===== config.mk =====
export PLATFORM = sky130hd
export DESIGN_NAME = fram_rw_arb
export DESIGN_NICKNAME = d
export VERILOG_FILES = /design/src/rtl/fram_arb_pkg.sv /design/src/rtl/fram_arb_req_latch.sv /design/src/rtl/fram_rw_arb.sv
export SDC_FILE = /design/constraint.sdc
export NUM_CORES = 1
export LEC_CHECK = 0
export ABC_AREA = 1
export CAP_MARGIN = 5
export CORE_MARGIN = 5
export CORE_UTILIZATION = 46
export DETAILED_ROUTE_END_ITERATION = 6
export HOLD_SLACK_MARGIN = 0.1
export PLACE_DENSITY = 0.81
export SETUP_SLACK_MARGIN = 0.1
export SYNTH_ARGS = -nofsm -noshare
export SYNTH_HDL_FRONTEND = slang
export SYNTH_SLANG_ARGS = --single-unit

===== constraint.sdc =====
create_clock -name ddr_clk -period 2 [get_ports ddr_clk]
set_input_delay 0.6 -clock ddr_clk [delete_from_list [all_inputs] [get_ports ddr_clk]]
set_output_delay 0.6 -clock ddr_clk [all_outputs]
set_load 0.03 [all_outputs]

===== src/rtl/fram_arb_pkg.sv =====
// Shared encodings and owner selection for the frame read/write command arbiter.
// FRAM_ARB_RD_PRIO_EN: read always wins a tie instead of round-robin.
package fram_arb_pkg;

   typedef enum logic [1:0] {
      ST_IDLE = 2'd0,
      ST_ARB  = 2'd1,
      ST_BUSY = 2'd2
   } arb_state_t;

   typedef enum logic {
      OWN_WR = 1'b0,
      OWN_RD = 1'b1
   } owner_t;

   localparam int NUM_REQ = 2;

   function automatic owner_t pick_owner(input logic wr_pend, input logic rd_pend,
                                         input owner_t last_grant);
      owner_t sel;
      if (wr_pend && rd_pend) begin
`ifdef FRAM_ARB_RD_PRIO_EN
         sel = OWN_RD;
`else
         sel = (last_grant == OWN_WR) ? OWN_RD : OWN_WR;
`endif
      end else if (rd_pend) begin
         sel = OWN_RD;
      end else begin
         sel = OWN_WR;
      end
      return sel;
   endfunction

endpackage


===== src/rtl/fram_arb_req_latch.sv =====
// Per-requester latch: holds one pending request (address/length) and a sticky
// overflow flag for requests that arrive while one is already pending.
module fram_arb_req_latch #(
   parameter int ADDR_WIDTH = 27,
   parameter int LEN_WIDTH  = 16
) (
   input  logic                  ddr_clk,
   input  logic                  ddr_rstn,
   input  logic                  req,
   input  logic [ADDR_WIDTH-1:0] addr_in,
   input  logic [LEN_WIDTH-1:0]  len_in,
   input  logic                  clr,
   output logic                  pending,
   output logic [ADDR_WIDTH-1:0] addr,
   output logic [LEN_WIDTH-1:0]  len,
   output logic                  ovf
);

   logic                  pend_q, pend_d;
   logic [ADDR_WIDTH-1:0] addr_q, addr_d;
   logic [LEN_WIDTH-1:0]  len_q, len_d;
   logic                  ovf_q, ovf_d;

   // A request arriving in the same cycle as the clear takes the freed slot.
   always_comb begin
      pend_d = pend_q;
      addr_d = addr_q;
      len_d  = len_q;
      ovf_d  = ovf_q;
      if (req && (!pend_q || clr)) begin
         pend_d = 1'b1;
         addr_d = addr_in;
         len_d  = len_in;
      end else begin
         if (clr) pend_d = 1'b0;
         if (req) ovf_d  = 1'b1;
      end
   end

   always_ff @(posedge ddr_clk or negedge ddr_rstn) begin
      if (!ddr_rstn) begin
         pend_q <= 1'b0;
         addr_q <= '0;
         len_q  <= '0;
         ovf_q  <= 1'b0;
      end else begin
         pend_q <= pend_d;
         addr_q <= addr_d;
         len_q  <= len_d;
         ovf_q  <= ovf_d;
      end
   end

   assign pending = pend_q;
   assign addr    = addr_q;
   assign len     = len_q;
   assign ovf     = ovf_q;

endmodule


===== src/rtl/fram_rw_arb.sv =====
// Arbitrates the single DDR command port between the frame write and read paths.
// FRAM_ARB_RD_PRIO_EN: read wins every tie (see fram_arb_pkg::pick_owner).
module fram_rw_arb
   import fram_arb_pkg::*;
#(
   parameter int ADDR_WIDTH = 27,
   parameter int LEN_WIDTH  = 16
) (
   input  logic                  ddr_clk,
   input  logic                  ddr_rstn,
   input  logic                  init_done,
   input  logic                  ddr_wreq,
   input  logic [ADDR_WIDTH-1:0] ddr_waddr,
   input  logic [LEN_WIDTH-1:0]  ddr_wr_len,
   output logic                  ddr_wrdy,
   output logic                  ddr_wdone,
   input  logic                  ddr_rreq,
   input  logic [ADDR_WIDTH-1:0] ddr_raddr,
   input  logic [LEN_WIDTH-1:0]  ddr_rd_len,
   output logic                  ddr_rrdy,
   output logic                  ddr_rdone,
   output logic                  cmd_valid,
   output logic                  cmd_we,
   output logic [ADDR_WIDTH-1:0] cmd_addr,
   output logic [LEN_WIDTH-1:0]  cmd_len,
   input  logic                  cmd_ready,
   input  logic                  cmd_done,
   output logic                  wr_active,
   output logic                  rd_active,
   output logic [1:0]            req_ovf
);

   logic [NUM_REQ-1:0]    req_vec, pend_vec, clr_vec, ovf_vec;
   logic [ADDR_WIDTH-1:0] req_addr [NUM_REQ];
   logic [LEN_WIDTH-1:0]  req_len  [NUM_REQ];
   logic [ADDR_WIDTH-1:0] lat_addr [NUM_REQ];
   logic [LEN_WIDTH-1:0]  lat_len  [NUM_REQ];

   // Index 0 is the write path, index 1 the read path (matches owner_t).
   assign req_vec     = {ddr_rreq, ddr_wreq};
   assign req_addr[0] = ddr_waddr;
   assign req_addr[1] = ddr_raddr;
   assign req_len[0]  = ddr_wr_len;
   assign req_len[1]  = ddr_rd_len;

   genvar gi;
   generate
      for (gi = 0; gi < NUM_REQ; gi++) begin : g_req
         fram_arb_req_latch #(
            .ADDR_WIDTH(ADDR_WIDTH),
            .LEN_WIDTH (LEN_WIDTH)
         ) u_latch (
            .ddr_clk (ddr_clk),
            .ddr_rstn(ddr_rstn),
            .req     (req_vec[gi]),
            .addr_in (req_addr[gi]),
            .len_in  (req_len[gi]),
            .clr     (clr_vec[gi]),
            .pending (pend_vec[gi]),
            .addr    (lat_addr[gi]),
            .len     (lat_len[gi]),
            .ovf     (ovf_vec[gi])
         );
      end
   endgenerate

   arb_state_t state_q, state_d;
   owner_t     owner_q, owner_d;
   owner_t     last_grant_q, last_grant_d;
   logic [1:0] rdy_q, rdy_d;
   logic [1:0] done_q, done_d;
   logic [1:0] owner_onehot;

   assign owner_onehot = (owner_q == OWN_RD) ? 2'b10 : 2'b01;

   always_comb begin
      state_d      = state_q;
      owner_d      = owner_q;
      last_grant_d = last_grant_q;
      rdy_d        = 2'b00;
      done_d       = 2'b00;
      clr_vec      = 2'b00;
      case (state_q)
         ST_IDLE: begin
            if (init_done && (|pend_vec)) begin
               owner_d = pick_owner(pend_vec[0], pend_vec[1], last_grant_q);
               state_d = ST_ARB;
            end
         end
         ST_ARB: begin
            if (cmd_ready) begin
               rdy_d   = owner_onehot;
               state_d = ST_BUSY;
            end
         end
         ST_BUSY: begin
            if (cmd_done) begin
               done_d       = owner_onehot;
               clr_vec      = owner_onehot;
               last_grant_d = owner_q;
               state_d      = ST_IDLE;
            end
         end
         default: state_d = ST_IDLE;
      endcase
   end

   always_ff @(posedge ddr_clk or negedge ddr_rstn) begin
      if (!ddr_rstn) begin
         state_q      <= ST_IDLE;
         owner_q      <= OWN_WR;
         last_grant_q <= OWN_WR;
         rdy_q        <= 2'b00;
         done_q       <= 2'b00;
      end else begin
         state_q      <= state_d;
         owner_q      <= owner_d;
         last_grant_q <= last_grant_d;
         rdy_q        <= rdy_d;
         done_q       <= done_d;
      end
   end

   // Command fields are forced to zero whenever no command is being offered.
   assign cmd_valid = (state_q == ST_ARB);
   assign cmd_we    = cmd_valid && (owner_q == OWN_WR);
   assign cmd_addr  = !cmd_valid ? '0 : (owner_q == OWN_RD) ? lat_addr[1] : lat_addr[0];
   assign cmd_len   = !cmd_valid ? '0 : (owner_q == OWN_RD) ? lat_len[1]  : lat_len[0];
   assign wr_active = (state_q != ST_IDLE) && (owner_q == OWN_WR);
   assign rd_active = (state_q != ST_IDLE) && (owner_q == OWN_RD);
   assign ddr_wrdy  = rdy_q[0];
   assign ddr_rrdy  = rdy_q[1];
   assign ddr_wdone = done_q[0];
   assign ddr_rdone = done_q[1];
   assign req_ovf   = ovf_vec;

endmodule

==> impl_metrics.yaml, run 1 <==
pwr:
  p_int_mw: 5.57
  peakVddDrop_mv: 0.747
  power_switching_mw: 4.08
  p_per_area_nw_per_um2: 1450
  pwr-share-seq: 0.344
  p_total_mw: 9.65
  switching_share: 0.423
  p_leak_nw: 3.25
  pwr-share-comb: 0.500
  clock_power_share: 0.157
global_route:
  grt_pass1_wl_um: 21900
  grt_pass1_vias: 4605
  grt.overflow.total: 0
  antenna_found_initial: 0
  grt_use_total: 0.236
  grt_start_max_net_pins: 55
routing:
  drtIter0Drc: 246
  first_pass_iters: 5
  post_drt_wl_per_cell_um: 16.2
  wl_um: 13700
  post_drt_via_cell_ratio: 5.20
  vias: 4405
  drtAntennaViolNets: 0
  drc: 0
clock_network:
  cts_buffer_depth: 2
  cts-buffers-inserted: 9
  cts_max_level: 3
  cts_tree: "done"
  clockRootBuffer: "clkbuf_8"
  holdBufCountCts: 0
  clk_latency_ns: 0.36
  path_clk_slew_ns: 0.09
  clkSinkCount: 98
timing:
  clock.fmax_ghz: 0.477
  finClkSkew_ns: 0.00843
  relSlewSlack: 0.634
  rsz0062_at_grt: "yes"
  finalHoldViolCount: 0
  finalCritPeriodShare: 1.05
  setup_tns_ns: -2.80
  period_needed_ns: 2.10
  fin_ws_ns: -0.0980
  slew_viol_final: 0
  tightest_slew_ns: 0.548
  setup_viol_count_final: 44
floorplanning:
  die_x_um: 109
  fp.coreArea_um2: 9730
  start_util: 0.468
  die_h_um: 109
  ios: 146
  core.rowCount: 36
  dieArea_um2: 12000
yosys:
  synth_top_family_by_area: "simple AND/OR/NAND/NOR gates"
  synth_compound_area_frac: 0.0555
  synthXorXnorAreaFrac: 0
  ys_seq_area_frac: 0.539
  yosys.area_share.simple: 0.337
  synth_area_leaders: "dfrtp_1, nand2_1, nand3_1"
  synth_top_area_frac: 0.539
  yosys.area.top_type: "dfrtp_1"
  synth_cell_types: 18
  yosysWarnings: 0
  synth_mux_area_frac: 0
  netlist_instances: 569
  synthAdderAreaFrac: 0
  synth_nets: 662
  synth-seq-cells: 98
  syn_area_um2: 4550
  synth_area_per_cell_um2: 8.00
placed_design:
  pre_cts_ws_ns: -0.0718
  placed_area_um2: 6040
  dp_hpwl_um: 9510
  io_buffers: 145
  place_congestion: 0.810
setup_path:
  reg2reg_to: "g_req[1].u_latch.len[11]$_DFFE_PN0P_"
  reg2reg_depth: 8
  endpoint_kind: "output pin"
  rrSetupSlack_ns: 0.37
  required_ns: 1.40
  r2r_start: "owner_q$_DFFE_PN0P_"
  arrival_ns: 1.50
  critical_path_class: "reg -> out"
  cp_max_fo: 15
  crit_start: "owner_q$_DFFE_PN0P_"
  crit_path_end: "cmd_len[13]"
  start_kind: "flop"
finish:
  area_growth_pct: 45.9
  diodes: 0
  final_common_cell: "nand2_1"
  final_cell_mix: "nand2_1, dfrtp_1, clkdlybuf4s50_1"
  fin_nets: 802
  drive_gt1_frac: 0.204
  fin_area_um2: 6650
run:
  max_cap_violations: 0
min_path:
  hold_class: "in -> async"
run_status:
  status: "finished with violations"
  violations: "setup timing"
-- power by group through the flow --
| stage | Sequential (mW) | Combinational [mW] | Clock, mW |
|---|---|---|---|
| 2_1_floorplan | 3.23 | 2.71 | 0 |
| 3_3_place_gp | 3.29 | 3.98 | 0 |
| 3_5_place_dp | 3.32 | 4.12 | 0 |
| 4_1_cts | 3.30 | 4.70 | 1.53 |
| 5_1_grt | 3.42 | 5.23 | 1.62 |
| 6_report | 3.32 | 4.82 | 1.51 |
-- metal layers --
| layer | up-vias | part of all wire | track usage |
|---|---|---|---|
| met2 | 184 | 0.50 | 0.404 |
| li1 | 2082 | - | - |
| met5 | - | 0 | 0 |
| met4 | 0 | 0.031 | 0.103 |
| met1 | 2103 | 0.40 | 0.291 |
| met3 | 36 | 0.071 | 0.0440 |
-- worst max-delay path: stages (launching register included) --
cell      delay, ns
dfrtp_2        0.47
clkinv_4       0.11
buf_12         0.16
nand2_1        0.08
a21oi_2        0.17
buf_6          0.15
-- worst min-delay path by stage --
stage / end / cells past startpoint
after floorplan: done_q[0]$_DFF_PN0_ / 0
after global placement: g_req[0].u_latch.len[4]$_DFFE_PN0P_ / 2
after detailed placement: g_req[1].u_latch.len[15]$_DFFE_PN0P_ / 2
after CTS: g_req[1].u_latch.addr[26]$_DFFE_PN0P_ / 2
after global routing: g_req[0].u_latch.addr[0]$_DFFE_PN0P_ / 2
final: g_req[1].u_latch.addr[1]$_DFFE_PN0P_ / 2
-- timing repair --
action / CTS / global route
endpoints found under the setup margin: 52 / 46
setup buffers: 1 / 2
resized for setup: 87 / 19
gates cloned: 1 / 0
-- synth_stat cells, drive strengths merged --
cell type / count
a21oi: 43
buf: 30
clkbuf: 12
dfrtp: 98
inv: 11
nand2: 276
nand3: 86
nor2: 6
nor3: 1
o211ai: 1
o21ai: 3
o21bai: 2
-- registers in the layout (all words and copies together) (netlist names) --
signal                 count
g_req.u_latch.addr        54
done_q                     2
owner_q                    1
g_req.u_latch.pending      2
g_req.u_latch.len         32
rdy_q                      2
last_grant_q               1
state_q                    2
g_req.u_latch.ovf          2
-- cells by family (layout without fill, tap and decap cells) --
group,count (synthesis),in the layout
and+or+nand+nor,369,369
DFF,98,98
AOI/OAI and AO/OA,49,49
buffers and inverters,53,198
-- area by class of cell --
cell class,instances,area [um^2]
inverters,11,46.3
clock inverters,3,68.8
flip-flops and latches,98,2450
fillers,772,3080
multi-input cells,418,1950
well taps,133,166
clock buffers,13,179
repair buffers,171,1780
-- stage by stage --
| step | cells | util | hold slack [ns] |
|---|---|---|---|
| 2_1_floorplan | 569 | - | 0.304 |
| 3_3_place_gp | 827 | 0.621 | 0.454 |
| 3_5_place_dp | 827 | 0.621 | 0.459 |
| 4_1_cts | 845 | 0.677 | 0.212 |
| 5_1_grt | 847 | 0.683 | 0.214 |
| 6_report | 847 | 0.683 | 0.209 |
No activity file was read; power rests on OpenSTA's default activity.
==> inputs of run 2 (changes only) <==
--- a/config.mk
+++ b/config.mk
@@ -12,6 +12,7 @@
 export DETAILED_ROUTE_END_ITERATION = 6
 export HOLD_SLACK_MARGIN = 0.1
 export PLACE_DENSITY = 0.81
+export REMOVE_ABC_BUFFERS = 1
 export SETUP_SLACK_MARGIN = 0.1
 export SYNTH_ARGS = -nofsm -noshare
 export SYNTH_HDL_FRONTEND = slang
==> run 2 against run 1 <==
Net effect:
- the run still ends with setup timing left
- cell count is 0.35% higher
- core utilization is 1.1 points higher
- count of clock-buffer cells in the layout fell by 2
- worst hold slack gained 0.091 ns
- register-to-register slack improved by 0.09 ns
- combinational power is 5.6% higher
- wire length increased by 4.4%
- critical path depth did not move
- first-iteration DRC count up 17%
- critical path type unchanged
- largest power group unchanged
==> impl_metrics.yaml, run 2 (synthesis gave the netlist of run 1 again) <==
finish:
  largest_reg_flops: 54
  multi_input_area_um2: 1970
  area_growth_pct: 48.4
  final_common_cell: "nand2_1"
  fin_area_um2: 6760
  drive_gt1_frac: 0.211
  diodes: 0
  final_cell_mix: "nand2_1, dfrtp_1, clkdlybuf4s50_1"
  ff_latch_area_um2: 2450
  fillers: 746
  fin_nets: 806
  utilization: 0.694
global_route:
  grt.overflow.total: 0
  antenna_found_initial: 0
  grt_start_max_net_pins: 99
  grt_pass1_wl_um: 21300
  grt_use_total: 0.228
  grt_pass1_vias: 4358
pwr:
  p_leak_nw: 3.29
  switching_share: 0.427
  pwr-share-comb: 0.518
  power_switching_mw: 4.20
  clock_power_share: 0.143
  p_per_area_nw_per_um2: 1450
  p_total_mw: 9.83
  p_int_mw: 5.63
  pwr-share-seq: 0.339
  peakVddDrop_mv: 0.674
clock_network:
  clockRootBuffer: "clkbuf_8"
  cts_max_level: 3
  clk_latency_ns: 0.36
  cts_buffer_depth: 2
  cts_tree: "done"
  cts-buffers-inserted: 9
  clkSinkCount: 98
  path_clk_slew_ns: 0.09
routing:
  drc: 0
  vias: 4486
  drtIter0Drc: 289
  post_drt_via_cell_ratio: 5.28
  first_pass_iters: 5
  post_drt_wl_per_cell_um: 16.8
  wl_um: 14300
  drtAntennaViolNets: 0
placed_design:
  dp_hpwl_um: 9180
  placed_area_um2: 6110
  place_congestion: 0.821
  io_buffers: 145
  pre_cts_ws_ns: -0.00916
floorplanning:
  die_h_um: 109
  dieArea_um2: 12000
  die_x_um: 109
  ios: 146
  start_util: 0.468
  core.rowCount: 36
  fp.coreArea_um2: 9730
timing:
  setup_viol_count_final: 43
  tightest_slew_ns: 0.515
  finalCritPeriodShare: 1.06
  finClkSkew_ns: 0.0137
  rsz0062_at_grt: "yes"
  clock.fmax_ghz: 0.471
  finalHoldViolCount: 0
  slew_viol_final: 0
  period_needed_ns: 2.12
  fin_ws_ns: -0.122
  relSlewSlack: 0.657
setup_path:
  critical_path_class: "reg -> out"
  cpLargestDelayFamily: "flip-flops"
  cp_max_fo: 22
  slowest_delay_ns: 0.47
  critPathBufInv: 3
  cpMostUsedCell: "buf_12"
  arrival_ns: 1.52
  cp_cell_sequence: "clkinv_4, buf_12, nand2_1, a21oi_2, buf_12"
  required_ns: 1.40
  start_kind: "flop"
  endpoint_kind: "output pin"
  crit_slowest_cell: "dfrtp_2"
run:
  max_cap_violations: 0
min_path:
  hold_class: "in -> async"
run_status:
  violations: "setup timing"
  status: "finished with violations"
==> run 2: cell types whose count changed in the layout (fill, tap and decap cells not counted), sizes merged <==
cell / previous run / this run
buf: 76 / 77
clkbuf: 13 / 14
clkinvlp: 0 / 1
==> run 2: worst paths after layout <==
kind                                                       from                                   end  slack [ns]  cells after the start
setup / recovery                            owner_q$_DFFE_PN0P_                           cmd_addr[5]       -0.12                      5
hold / removal                                         ddr_rstn                    rdy_q[1]$_DFF_PN0_        0.30                      2
setup reg to reg                            owner_q$_DFFE_PN0P_  g_req[1].u_latch.addr[3]$_DFFE_PN0P_        0.46                      8
hold reg to reg            g_req[1].u_latch.addr[5]$_DFFE_PN0P_  g_req[1].u_latch.addr[5]$_DFFE_PN0P_        0.48                      2
max in group asynchronous                              ddr_rstn                   owner_q$_DFFE_PN0P_        1.32                      2
min in group ddr_clk       g_req[1].u_latch.addr[5]$_DFFE_PN0P_  g_req[1].u_latch.addr[5]$_DFFE_PN0P_        0.48                      2
==> run 2: what timing repair did <==
| item | 4_1_cts | 5_1_grt |
|---|---|---|
| endpoints found under the hold margin | 0 | 0 |
| gates resized for setup | 74 | 35 |
| hold buffers | 0 | 0 |
| setup endpoints to repair | 52 | 46 |
| pin swaps | 0 | 1 |
| cloned | 0 | 5 |
| setup buffers | 0 | 1 |
==> run 2: layout make-up <==
cell class / count / area share
Clock buffer: 11 / 0.0209
Clock inverter: 4 / 0.0113
Inverter: 11 / 0.00685
Multi-Input combinational cell: 418 / 0.292
Sequential cell: 98 / 0.363
Tap cell: 133 / 0.0246
Timing Repair Buffer: 175 / 0.281
==> run 2: routing by layer <==
| metal | share of wire | global-route usage | routed length, um | vias up |
|---|---|---|---|---|
| met5 | 0 | 0 | 0 | - |
| met4 | 0.021 | 0.0757 | 301 | 0 |
| met3 | 0.086 | 0.0452 | 1220 | 26 |
| met2 | 0.48 | 0.374 | 6920 | 243 |
| met1 | 0.41 | 0.303 | 5850 | 2121 |
| li1 | - | - | - | 2096 |
==> run 2: power by group through the flow <==
stage | Combinational [mW] | Clock (mW) | Sequential, mW
after floorplan | 2.30 | 0 | 3.32
after global placement | 4.06 | 0 | 3.29
after detailed placement | 4.19 | 0 | 3.32
after CTS | 4.54 | 1.42 | 3.30
after global routing | 5.50 | 1.49 | 3.44
final | 5.09 | 1.41 | 3.33
==> run 2: worst register-to-register path, delay by kind of cell, from the launching register on <==
kind,cells,cell delay (ns)
and+or+nand+nor,5,0.49
DFF,1,0.45
buffers and inverters,3,0.55
==> run 2: through the flow <==
step	setup TNS, ns	cells	hold WS [ns]
after detailed placement	-0.00916	829	0.459
after global routing	-5.69	850	0.329
after floorplan	-26.58	527	0.304
final	-2.87	850	0.300
after CTS	-2.78	844	0.310
after global placement	0	829	0.454
